## src/rtl/mem_arb_pkg.sv

```systemverilog
// mem_arb_pkg: shared types and helpers for the 2:1 instruction/data RAM arbiter.
//   state_e    : arbiter FSM states
//   req_id_e   : requester identity; the value doubles as its bit index in req vectors
//   WORD_W     : RAM / bus word width
//   addr_valid : word-aligned and inside the 2**aw word RAM
package mem_arb_pkg;

  localparam int WORD_W = 32;

  typedef enum logic [1:0] {
    IDLE  = 2'd0,
    ISSUE = 2'd1,
    RESP  = 2'd2
  } state_e;

  typedef enum logic {
    REQ_I = 1'b0,
    REQ_D = 1'b1
  } req_id_e;

  // True when the byte address is word aligned and all bits above the word index are zero.
  function automatic logic addr_valid(input logic [WORD_W-1:0] addr, input int unsigned aw);
    return (addr[1:0] == 2'b00) && ((addr >> (aw + 2)) == 32'd0);
  endfunction

endpackage

```

## src/rtl/mem_arbiter_2to1_if.sv

```systemverilog
// mem_arbiter_2to1_if: bundles the CPU-side request ports and the RAM-side port
// of the arbiter.
//   slave  modport : arbiter view (takes requests, drives acks and the RAM)
//   master modport : environment view (CPU core plus RAM instance)
interface mem_arbiter_2to1_if;
  import mem_arb_pkg::*;

  logic              i_req;
  logic [WORD_W-1:0] i_addr;
  logic              i_ack;
  logic [WORD_W-1:0] i_rdata;
  logic              d_req;
  logic              d_we;
  logic [WORD_W-1:0] d_addr;
  logic [WORD_W-1:0] d_wdata;
  logic              d_ack;
  logic [WORD_W-1:0] d_rdata;
  logic [WORD_W-1:0] ram_a;
  logic              ram_we;
  logic [WORD_W-1:0] ram_wd;
  logic [WORD_W-1:0] ram_rd;
  logic              err;
  logic              busy;

  modport slave (
    input  i_req, i_addr, d_req, d_we, d_addr, d_wdata, ram_rd,
    output i_ack, i_rdata, d_ack, d_rdata, ram_a, ram_we, ram_wd, err, busy
  );

  modport master (
    output i_req, i_addr, d_req, d_we, d_addr, d_wdata, ram_rd,
    input  i_ack, i_rdata, d_ack, d_rdata, ram_a, ram_we, ram_wd, err, busy
  );

endinterface

```

## src/rtl/mem_arb_rr.sv

```systemverilog
// mem_arb_rr: two-way round-robin picker holding the priority bit.
//   clk, rst  : clock, asynchronous active-high reset
//   req[1:0]  : requests, indexed by req_id_e
//   mask[1:0] : eligibility mask applied to req
//   update    : on a completed access, hand priority to the requester left eligible by mask
//   grant     : winning requester (valid when any_grant)
//   any_grant : at least one eligible request
module mem_arb_rr
  import mem_arb_pkg::*;
#(
  parameter int RESET_PRIO = 0
) (
  input  logic       clk,
  input  logic       rst,
  input  logic [1:0] req,
  input  logic [1:0] mask,
  input  logic       update,
  output req_id_e    grant,
  output logic       any_grant
);

  req_id_e    prio_q, prio_d;
  logic [1:0] eligible_s;

  assign eligible_s = req & mask;
  assign any_grant  = |eligible_s;

  // Pick the winner; the priority holder only matters when both are eligible.
  always_comb begin
    grant = prio_q;
    case (eligible_s)
      2'b11:   grant = prio_q;
      2'b10:   grant = REQ_D;
      2'b01:   grant = REQ_I;
      default: grant = prio_q;
    endcase
  end

  // During a response the mask leaves only the other requester eligible, so it names the new holder.
  always_comb begin
    prio_d = prio_q;
    if (update) begin
      prio_d = mask[REQ_D] ? REQ_D : REQ_I;
    end else begin
      prio_d = prio_q;
    end
  end

  // Priority register.
  always_ff @(posedge clk or posedge rst) begin
    if (rst) begin
      prio_q <= (RESET_PRIO != 0) ? REQ_D : REQ_I;
    end else begin
      prio_q <= prio_d;
    end
  end

endmodule

```

## src/rtl/mem_arbiter_2to1.sv

```systemverilog
// mem_arbiter_2to1: shares one single-port word-addressed RAM (1-cycle registered
// read) between the instruction-fetch and load/store ports of the core.
//   clk, reset : clock, asynchronous active-high reset
//   bus        : i_* fetch port, d_* load/store port, ram_* RAM port, err, busy
// Flow: IDLE latches the winner -> ISSUE drives the RAM -> RESP acks with ram_rd.
// RESP may chain straight into ISSUE for the other requester.
module mem_arbiter_2to1
  import mem_arb_pkg::*;
#(
  parameter int ADDR_W     = 12,
  parameter int RESET_PRIO = 0
) (
  input  logic                 clk,
  input  logic                 reset,
  mem_arbiter_2to1_if.slave    bus
);

  state_e            state_q, state_d;
  req_id_e           win_q, win_d;
  logic              we_q, we_d;
  logic              valid_q, valid_d;
  logic [WORD_W-1:0] ram_a_q, ram_a_d;
  logic [WORD_W-1:0] ram_wd_q, ram_wd_d;
  logic [WORD_W-1:0] i_rdata_q, i_rdata_d;
  logic [WORD_W-1:0] d_rdata_q, d_rdata_d;

  logic [1:0]        rr_mask_s;
  logic              rr_update_s;
  req_id_e           rr_grant_s;
  logic              rr_any_s;
  logic              latch_s;
  logic [WORD_W-1:0] sel_addr_s;
  logic [WORD_W-1:0] sel_wdata_s;
  logic              sel_we_s;
  logic [WORD_W-1:0] resp_rdata_s;

  mem_arb_rr #(
    .RESET_PRIO (RESET_PRIO)
  ) u_rr (
    .clk       (clk),
    .rst       (reset),
    .req       ({bus.d_req, bus.i_req}),
    .mask      (rr_mask_s),
    .update    (rr_update_s),
    .grant     (rr_grant_s),
    .any_grant (rr_any_s)
  );

  // Request fields of the current winner; fetches never write, so ram_wd keeps its value.
  always_comb begin
    sel_addr_s  = bus.i_addr;
    sel_we_s    = 1'b0;
    sel_wdata_s = ram_wd_q;
    if (rr_grant_s == REQ_D) begin
      sel_addr_s  = bus.d_addr;
      sel_we_s    = bus.d_we;
      sel_wdata_s = bus.d_wdata;
    end else begin
      sel_addr_s  = bus.i_addr;
      sel_we_s    = 1'b0;
      sel_wdata_s = ram_wd_q;
    end
  end

  // Rejected accesses return zero instead of whatever the RAM produced.
  assign resp_rdata_s = valid_q ? bus.ram_rd : 32'd0;

  // Next-state logic and latching of the granted request.
  always_comb begin
    state_d     = state_q;
    win_d       = win_q;
    we_d        = we_q;
    valid_d     = valid_q;
    ram_a_d     = ram_a_q;
    ram_wd_d    = ram_wd_q;
    i_rdata_d   = i_rdata_q;
    d_rdata_d   = d_rdata_q;
    rr_mask_s   = 2'b11;
    rr_update_s = 1'b0;
    latch_s     = 1'b0;
    case (state_q)
      IDLE: begin
        if (rr_any_s) begin
          latch_s = 1'b1;
          state_d = ISSUE;
        end else begin
          state_d = IDLE;
        end
      end
      ISSUE: begin
        state_d = RESP;
      end
      RESP: begin
        // The requester being acked is masked out so only the other one can chain in.
        rr_mask_s   = (win_q == REQ_I) ? 2'b10 : 2'b01;
        rr_update_s = 1'b1;
        if (win_q == REQ_I) begin
          i_rdata_d = resp_rdata_s;
        end else begin
          d_rdata_d = resp_rdata_s;
        end
        if (rr_any_s) begin
          latch_s = 1'b1;
          state_d = ISSUE;
        end else begin
          state_d = IDLE;
        end
      end
      default: begin
        state_d = IDLE;
      end
    endcase
    // ram_a/ram_wd load on entry to ISSUE so they are stable for the whole ISSUE cycle.
    if (latch_s) begin
      win_d    = rr_grant_s;
      we_d     = sel_we_s;
      valid_d  = addr_valid(sel_addr_s, ADDR_W);
      ram_a_d  = {{(WORD_W-ADDR_W){1'b0}}, sel_addr_s[ADDR_W+1:2]};
      ram_wd_d = sel_wdata_s;
    end else begin
      win_d    = win_q;
      we_d     = we_q;
      valid_d  = valid_q;
      ram_a_d  = ram_a_q;
      ram_wd_d = ram_wd_q;
    end
  end

  // State and latched-request registers.
  always_ff @(posedge clk or posedge reset) begin
    if (reset) begin
      state_q   <= IDLE;
      win_q     <= REQ_I;
      we_q      <= 1'b0;
      valid_q   <= 1'b0;
      ram_a_q   <= 32'd0;
      ram_wd_q  <= 32'd0;
      i_rdata_q <= 32'd0;
      d_rdata_q <= 32'd0;
    end else begin
      state_q   <= state_d;
      win_q     <= win_d;
      we_q      <= we_d;
      valid_q   <= valid_d;
      ram_a_q   <= ram_a_d;
      ram_wd_q  <= ram_wd_d;
      i_rdata_q <= i_rdata_d;
      d_rdata_q <= d_rdata_d;
    end
  end

  // Outputs decode registered state only; reset clears state_q at once, dropping ram_we.
  assign bus.i_ack   = (state_q == RESP) && (win_q == REQ_I);
  assign bus.d_ack   = (state_q == RESP) && (win_q == REQ_D);
  assign bus.err     = (state_q == RESP) && !valid_q;
  assign bus.busy    = (state_q != IDLE);
  assign bus.ram_we  = (state_q == ISSUE) && we_q && valid_q;
  assign bus.ram_a   = ram_a_q;
  assign bus.ram_wd  = ram_wd_q;
  // Read data comes straight off ram_rd in the ack cycle, then holds from the register.
  assign bus.i_rdata = bus.i_ack ? resp_rdata_s : i_rdata_q;
  assign bus.d_rdata = bus.d_ack ? resp_rdata_s : d_rdata_q;

endmodule

```

## src/flat_wrapper.sv

```systemverilog
// flat-port wrapper written by rule: the top's interface ports become plain ports
module mem_arbiter_2to1_flat import mem_arb_pkg::*;
#(
  parameter int ADDR_W     = 12,
  parameter int RESET_PRIO = 0
)
  (clk, reset, bus_i_req, bus_i_addr, bus_d_req, bus_d_we, bus_d_addr, bus_d_wdata, bus_ram_rd, bus_i_ack, bus_i_rdata, bus_d_ack, bus_d_rdata, bus_ram_a, bus_ram_we, bus_ram_wd, bus_err, bus_busy);
  mem_arbiter_2to1_if bus_i ();
  input  logic clk;
  input  logic reset;
  input wire logic [$bits(bus_i.i_req)-1:0] bus_i_req;
  input wire logic [$bits(bus_i.i_addr)-1:0] bus_i_addr;
  input wire logic [$bits(bus_i.d_req)-1:0] bus_d_req;
  input wire logic [$bits(bus_i.d_we)-1:0] bus_d_we;
  input wire logic [$bits(bus_i.d_addr)-1:0] bus_d_addr;
  input wire logic [$bits(bus_i.d_wdata)-1:0] bus_d_wdata;
  input wire logic [$bits(bus_i.ram_rd)-1:0] bus_ram_rd;
  output wire logic [$bits(bus_i.i_ack)-1:0] bus_i_ack;
  output wire logic [$bits(bus_i.i_rdata)-1:0] bus_i_rdata;
  output wire logic [$bits(bus_i.d_ack)-1:0] bus_d_ack;
  output wire logic [$bits(bus_i.d_rdata)-1:0] bus_d_rdata;
  output wire logic [$bits(bus_i.ram_a)-1:0] bus_ram_a;
  output wire logic [$bits(bus_i.ram_we)-1:0] bus_ram_we;
  output wire logic [$bits(bus_i.ram_wd)-1:0] bus_ram_wd;
  output wire logic [$bits(bus_i.err)-1:0] bus_err;
  output wire logic [$bits(bus_i.busy)-1:0] bus_busy;
  assign bus_i.i_req = bus_i_req;
  assign bus_i.i_addr = bus_i_addr;
  assign bus_i.d_req = bus_d_req;
  assign bus_i.d_we = bus_d_we;
  assign bus_i.d_addr = bus_d_addr;
  assign bus_i.d_wdata = bus_d_wdata;
  assign bus_i.ram_rd = bus_ram_rd;
  assign bus_i_ack = bus_i.i_ack;
  assign bus_i_rdata = bus_i.i_rdata;
  assign bus_d_ack = bus_i.d_ack;
  assign bus_d_rdata = bus_i.d_rdata;
  assign bus_ram_a = bus_i.ram_a;
  assign bus_ram_we = bus_i.ram_we;
  assign bus_ram_wd = bus_i.ram_wd;
  assign bus_err = bus_i.err;
  assign bus_busy = bus_i.busy;
  mem_arbiter_2to1 #(.ADDR_W(ADDR_W), .RESET_PRIO(RESET_PRIO)) u_core (.clk(clk), .reset(reset), .bus(bus_i));
endmodule
```

## config.mk

```make
export PLATFORM = sky130hd
export DESIGN_NAME = mem_arbiter_2to1_flat
export DESIGN_NICKNAME = d
export VERILOG_FILES = /design/src/rtl/mem_arb_pkg.sv /design/src/rtl/mem_arbiter_2to1_if.sv /design/src/rtl/mem_arb_rr.sv /design/src/rtl/mem_arbiter_2to1.sv /design/src/flat_wrapper.sv
export SDC_FILE = /design/constraint.sdc
export NUM_CORES = 1
export LEC_CHECK = 0
export ABC_CLOCK_PERIOD_IN_PS = 6600
export CAP_MARGIN = 15
export CORE_ASPECT_RATIO = 1.4
export CORE_MARGIN = 2
export CORE_UTILIZATION = 42
export DETAILED_ROUTE_END_ITERATION = 8
export PLACE_DENSITY_LB_ADDON = 0.12
export SETUP_SLACK_MARGIN = 0.05
export SYNTH_ARGS = -nofsm -noshare
export SYNTH_HDL_FRONTEND = slang
export SYNTH_SLANG_ARGS = --single-unit
```

## constraint.sdc

```tcl
create_clock -name clk -period 6.6 [get_ports clk]
set_input_delay 0.99 -clock clk [delete_from_list [all_inputs] [get_ports clk]]
set_output_delay 0.99 -clock clk [all_outputs]
set_load 0.03 [all_outputs]
```

==> qor.txt, run 1 <==
Status: finished, final reports clean
# setup viols final: 0
Startpoint types: flop
Initial antenna violation count: 0
Post-synth EDFFs: 0
Clk pwr share: 23.0%
Layout Skew: 0.00584 ns
Largest net degree at the start of global routing: 70
# DRC: 0
Yosys warns: 0
WP data arrival: 3.05 ns
Area contributors post-synth: dfrtp_1 (60%), nand2_1 (9.0%), mux2_4 (8.5%)
Vias per cell: 4.79
Area leader, netlist: dfrtp_1
Post-CTS Hold Buffers: 0
Core ar.: 0.0112 mm2
Leak: 0.00337 uW
Total gr overflow: 0
Synth top area share: 59.7%
Pwr Density: 438 mW/mm2
CTS clk-pin slew, worst paths: 0.05 ns
CP Cell Sequence: nor2b_1 > nand2_2 > o21ai_0 > clkdlybuf4s50_1
Sequential share of power: 31.1%
CTS tree: done
Max-slew violation count: 0
Peak Freq: 248 MHz
Max cap viols: 0
Buf/Inv on CP: 1
Unrepaired setup endpoints after global routing: no
First-pass GRT wire length: 19,600 um
Min-delay worst type: reg2reg
Number of post-CTS setup repair buffers: 0
Synth Flop Type: dfrtp_1
Syn_area_per_cell: 11.2 um2
Cell Area, Placed: 0.00722 mm2
R2r endpoint: u_core.bus.ram_wd[29]$_DFFE_PP0P_
Final Hold Vio Count: 0
FF-to-FF path depth: 7
Vias in the first global route: 4,017
Number of diodes: 0
Period utilization: 61.2%
Rel. slew slack: 28.9%
Cell variety after synth: 28
Detail Route Antenna Nets: 0
Root Driver: clkbuf_16
PortBufs: 245
Die area: 0.0123 mm2
Worst-case clock buffer depth: 2
Layout Utilization: 69.0%
CP Max Fanout: 66
Sw Share: 37.6%
FP Rows: 46
R2r startpoint: u_core.state_q[1]$_DFF_PP0_
Syn Inst Count: 428
Overall Power: 3390 uW
Die Y: 130 um
P&R area growth vs syn: 62.1%
Commonest cells post-synth: dfrtp_1 (114), nand2_1 (114), o21ai_0 (71)
Register area share after synthesis: 59.7%
R2R Setup Slk: 2.94 ns
Total of cells resized after clock tree synthesis: 0
CP delay by family, top: simple AND/OR/NAND/NOR gates
Clk sinks: 114
Slowest library cell on the worst path: clkdlybuf4s50_1
Cell area after synthesis: 0.00478 mm2
Net count, final: 804
Htree depth: 4
Crit. End Element: primary output
Total wire length: 13,200 um
Later-pin clock latency in the skew report: 0.40 ns
Asr flop ratio synth: 100%
Crit path kind: reg2out
Die width: 94.1 um
I/O pin cnt: 266
Initial Util: 42.6%
Min cycle time layout: 4.04 ns
Setup_tns: 0 ns
CTS Buf Count: 17
Layout cells sized above 1: 9.84%
Finished Cell Area: 0.00774 mm2
Final GP Congestion: 0.780
VDD IR max: 241 uV
DR vias: 3,952
Starting DRT DRC Count: 74
Routed len/inst: 15.9 um
Worst Tran Pin Value: 1.06 ns
CP peak stage delay: 0.75 ns
Gr usage total: 21.3%
Pint: 2120 uW
Min-Delay Startpoint: u_core.bus.ram_a[7]$_DFFE_PP0P_
Flops & latches, synth: 114
First drt pass iteration count: 4
Part of the power in combinational logic: 45.9%
Net switching power: 1280 uW
DP HPWL: 9920 um
CP required: 5.61 ns
Hold path depth: 2
Sink of the worst hold path: u_core.bus.ram_a[7]$_DFFE_PP0P_
==> metrics by stage <==
step,worst slack [ns],instances,hold WS (ns)
finish,2.56,825,0.479
global route,2.32,825,0.514
CTS,2.45,824,0.486
detailed placement,2.86,793,0.476
global placement,3.00,793,0.460
floorplan,2.59,447,0.441
==> power groups by stage <==
| stage | combinational [uW] | clock [uW] | sequential (uW) |
|---|---|---|---|
| detailed placement | 1570 | 0 | 1060 |
| CTS | 1570 | 796 | 1060 |
| global route | 1650 | 828 | 1080 |
| floorplan | 681 | 0 | 1310 |
| global placement | 1540 | 0 | 1050 |
| finish | 1560 | 781 | 1050 |
==> worst min-delay path, cell delays in order (launching register included) <==
cell and delay (ns):
dfrtp_1 0.34, nand2_1 0.05, o21ai_0 0.06
==> cell usage in the layout, fill, tap and decap left out, types with 4 or more instances in the layout <==
| cell | count |
|---|---|
| clkdlybuf4s50_1 | 245 |
| dfrtp_1 | 114 |
| nand2_1 | 113 |
| o21ai_0 | 71 |
| mux2_4 | 27 |
| conb_1 | 20 |
| clkbuf_16 | 17 |
| mux2i_1 | 12 |
| nor4_1 | 10 |
| clkinv_2 | 7 |
| o21ai_1 | 5 |
| mux2_2 | 5 |
| clkbuf_1 | 5 |
| inv_1 | 4 |
==> worst max path at each step <==
stage / cells past startpoint / to / from
2_1_floorplan: 1 / u_core.bus.ram_a[0]$_DFFE_PP0P_ / reset
3_3_place_gp: 7 / u_core.bus.ram_wd[30]$_DFFE_PP0P_ / u_core.state_q[1]$_DFF_PP0_
3_5_place_dp: 7 / u_core.bus.ram_wd[27]$_DFFE_PP0P_ / u_core.state_q[1]$_DFF_PP0_
4_1_cts: 4 / bus_i_rdata[19] / u_core.state_q[0]$_DFF_PP0_
5_1_grt: 4 / bus_d_rdata[6] / u_core.state_q[0]$_DFF_PP0_
6_report: 4 / bus_d_rdata[25] / u_core.state_q[0]$_DFF_PP0_
==> cells by family (layout without fill, tap and decap cells) <==
kind of cell	Yosys count	after routing	share of synthesized area, %
fa+ha+maj	2	2	0.524
mux	45	45	12.7
compound gates	79	79	8.46
buf+inv	50	284	6.37
other cells	1	20	0.0785
simple gates	137	137	12.2
flops	114	114	59.7
==> sequential cells by signal, indices dropped and copies added, names as in the netlist <==
register / flops
u_core.valid_q: 1
u_core.i_rdata_q: 32
u_core.u_rr.prio_q: 1
u_core.state_q: 2
u_core.win_q: 1
u_core.we_q: 1
u_core.d_rdata_q: 32
u_core.bus.ram_a: 12
u_core.bus.ram_wd: 32
==> per-layer routing <==
layer  wire (um)  vias to the layer above  share of wire (%)  GRT usage [%]
li1            -                     1871                  -              -
met1        4650                     1870                 35           22.8
met2        7160                      187                 54           37.6
met3        1050                       24                7.9           7.39
met4         297                        0                2.3           9.72
met5           0                        -                  0              0
==> layout make-up <==
class,instances,area (um2)
Tap cell,144,180
Fill cell,863,3480
Inverter,5,21.3
Clock inverter,7,35.0
Timing Repair Buffer,248,2490
Multi-Input combinational cell,283,1700
Clock buffer,24,472
Sequential cell,114,2850
Power figures use the tool's default switching activity.
==> run 2, diff against run 1 <==
--- a/config.mk
+++ b/config.mk
@@ -5,11 +5,11 @@
 export SDC_FILE = /design/constraint.sdc
 export NUM_CORES = 1
 export LEC_CHECK = 0
-export ABC_CLOCK_PERIOD_IN_PS = 6600
+export ABC_CLOCK_PERIOD_IN_PS = 3300
 export CAP_MARGIN = 15
 export CORE_ASPECT_RATIO = 1.4
 export CORE_MARGIN = 2
-export CORE_UTILIZATION = 42
+export CORE_UTILIZATION = 35
 export DETAILED_ROUTE_END_ITERATION = 8
 export PLACE_DENSITY_LB_ADDON = 0.12
 export SETUP_SLACK_MARGIN = 0.05
==> constraint.sdc (replaced) <==
create_clock -name clk -period 3.3 [get_ports clk]
set_input_delay 0.495 -clock clk [delete_from_list [all_inputs] [get_ports clk]]
set_output_delay 0.495 -clock clk [all_outputs]
set_load 0.03 [all_outputs]
==> qor.txt, run 2 (same netlist as run 1, synthesis figures left out) <==
Max cap viols: 0
DP HPWL: 10,300 um
Starting DRT DRC Count: 74
Root Driver: clkbuf_16
CTS clk-pin slew, worst paths: 0.05 ns
Net count, final: 809
Gr usage total: 19.2%
Later-pin clock latency in the skew report: 0.40 ns
Period utilization: 91.9%
Final Hold Slack: 0.482 ns
VDD IR max: 370 uV
Worst-case clock buffer depth: 2
DR vias: 3,900
Pwr Density: 886 mW/mm2
Total wire length: 13,700 um
WP data arrival: 2.54 ns
CTS Buf Count: 17
Die area: 0.0146 mm2
Dpl ws: 0.626 ns
Setup_tns: 0 ns
Min-delay worst type: reg2reg
Number of post-CTS setup repair buffers: 0
Peak Freq: 330 MHz
First drt pass iteration count: 4
Die width: 103 um
Min cycle time layout: 3.03 ns
Crit. End Element: primary output
Initial antenna violation count: 0
Most common cell after layout, fill and taps aside: clkdlybuf4s50_1
First-pass GRT wire length: 21,100 um
Total of cells resized after clock tree synthesis: 0
# setup viols final: 0
Slowest library cell on the worst path: clkdlybuf4s50_1
CP peak stage delay: 0.75 ns
Initial Util: 35.8%
Startpoint types: flop
CP Max Fanout: 57
FP Rows: 50
PortBufs: 245
Routed len/inst: 15.8 um
Die Y: 142 um
Htree depth: 4
Unrepaired setup endpoints after global routing: no
P&R area growth vs syn: 66.3%
Rel. slew slack: 60.3%
CP Cell Sequence: nor2b_1 > nand2b_2 > buf_12 > o21ai_0 > clkdlybuf4s50_1
# DRC: 0
Final Hold Vio Count: 0
Total gr overflow: 0
Crit path kind: reg2out
Commonest non-fill, non-tap cells in the layout: clkdlybuf4s50_1 (245), dfrtp_1 (114), nand2_1 (113)
Layout cells sized above 1: 11.1%
Max-slew violation count: 0
CP required: 2.80 ns
Worst Tran Pin Value: 0.596 ns
I/O pin cnt: 266
CTS tree: done
Layout Skew: 0.0115 ns
Detail Route Antenna Nets: 0
Largest net degree at the start of global routing: 115
Core ar.: 0.0133 mm2
Number of diodes: 0
Clk sinks: 114
Status: finished, final reports clean
Vias per cell: 4.49
Vias in the first global route: 4,148
Final GP Congestion: 0.737
Leak: 0.00342 uW
Final setup margin: 0.267 ns
Post-CTS Hold Buffers: 0
run 2: final timing paths:
kind / startpoint / endpoint / slack (ns) / depth (start not counted)
min reg2reg: u_core.bus.ram_a[2]$_DFFE_PP0P_ / u_core.bus.ram_a[2]$_DFFE_PP0P_ / 0.48 / 2
max reg2reg: u_core.state_q[1]$_DFF_PP0_ / u_core.bus.ram_wd[26]$_DFFE_PP0P_ / 0.63 / 9
max: u_core.state_q[1]$_DFF_PP0_ / bus_i_rdata[15] / 0.27 / 5
min in group asynchronous: reset / u_core.i_rdata_q[16]$_DFFE_PP0P_ / 0.68 / 3
max in group asynchronous: reset / u_core.state_q[0]$_DFF_PP0_ / 2.19 / 3
min: u_core.bus.ram_a[2]$_DFFE_PP0P_ / u_core.bus.ram_a[2]$_DFFE_PP0P_ / 0.48 / 2
run 2: where the power goes:
| group | switching (uW) | internal (uW) |
|---|---|---|
| Sequential | 227 | 1870 |
| Combinational | 1750 | 1420 |
| Clock | 639 | 1130 |
run 2: critical path: cells and delay by family (launching register included):
kind | cells | cell delay [ns]
AO/OA/AOI/OAI | 1 | 0.28
buffers and inverters | 2 | 0.99
flip-flops | 1 | 0.38
AND/OR/NAND/NOR | 2 | 0.46
run 2: per-layer routing:
layer,global-route usage (%),vias up,routed length [um]
li1,-,1889,-
met1,18.7,1845,4710
met2,36.2,157,7810
met3,7.22,9,1060
met4,6.32,0,134
met5,0,-,0
run 2: metrics by stage:
stage | area (um2) | std cells | power, uW | utilization [%]
final | 7940 | 869 | 7040 | 59.6
after global routing | 7940 | 869 | 7400 | 59.6
after CTS | 7940 | 869 | 7140 | 59.6
after detailed placement | 7360 | 837 | 5320 | 55.2
after global placement | 7360 | 837 | 5260 | 55.2
after floorplan | 4850 | 447 | 3980 | -
run 2: final cells by class:
type,instances,area (um2)
fillers,1163,5380
repair buffers,253,2560
flip-flops and latches,114,2850
clock inverters,12,134
clock buffers,20,447
multi-input cells,283,1700
inverters,5,22.5
well taps,182,228
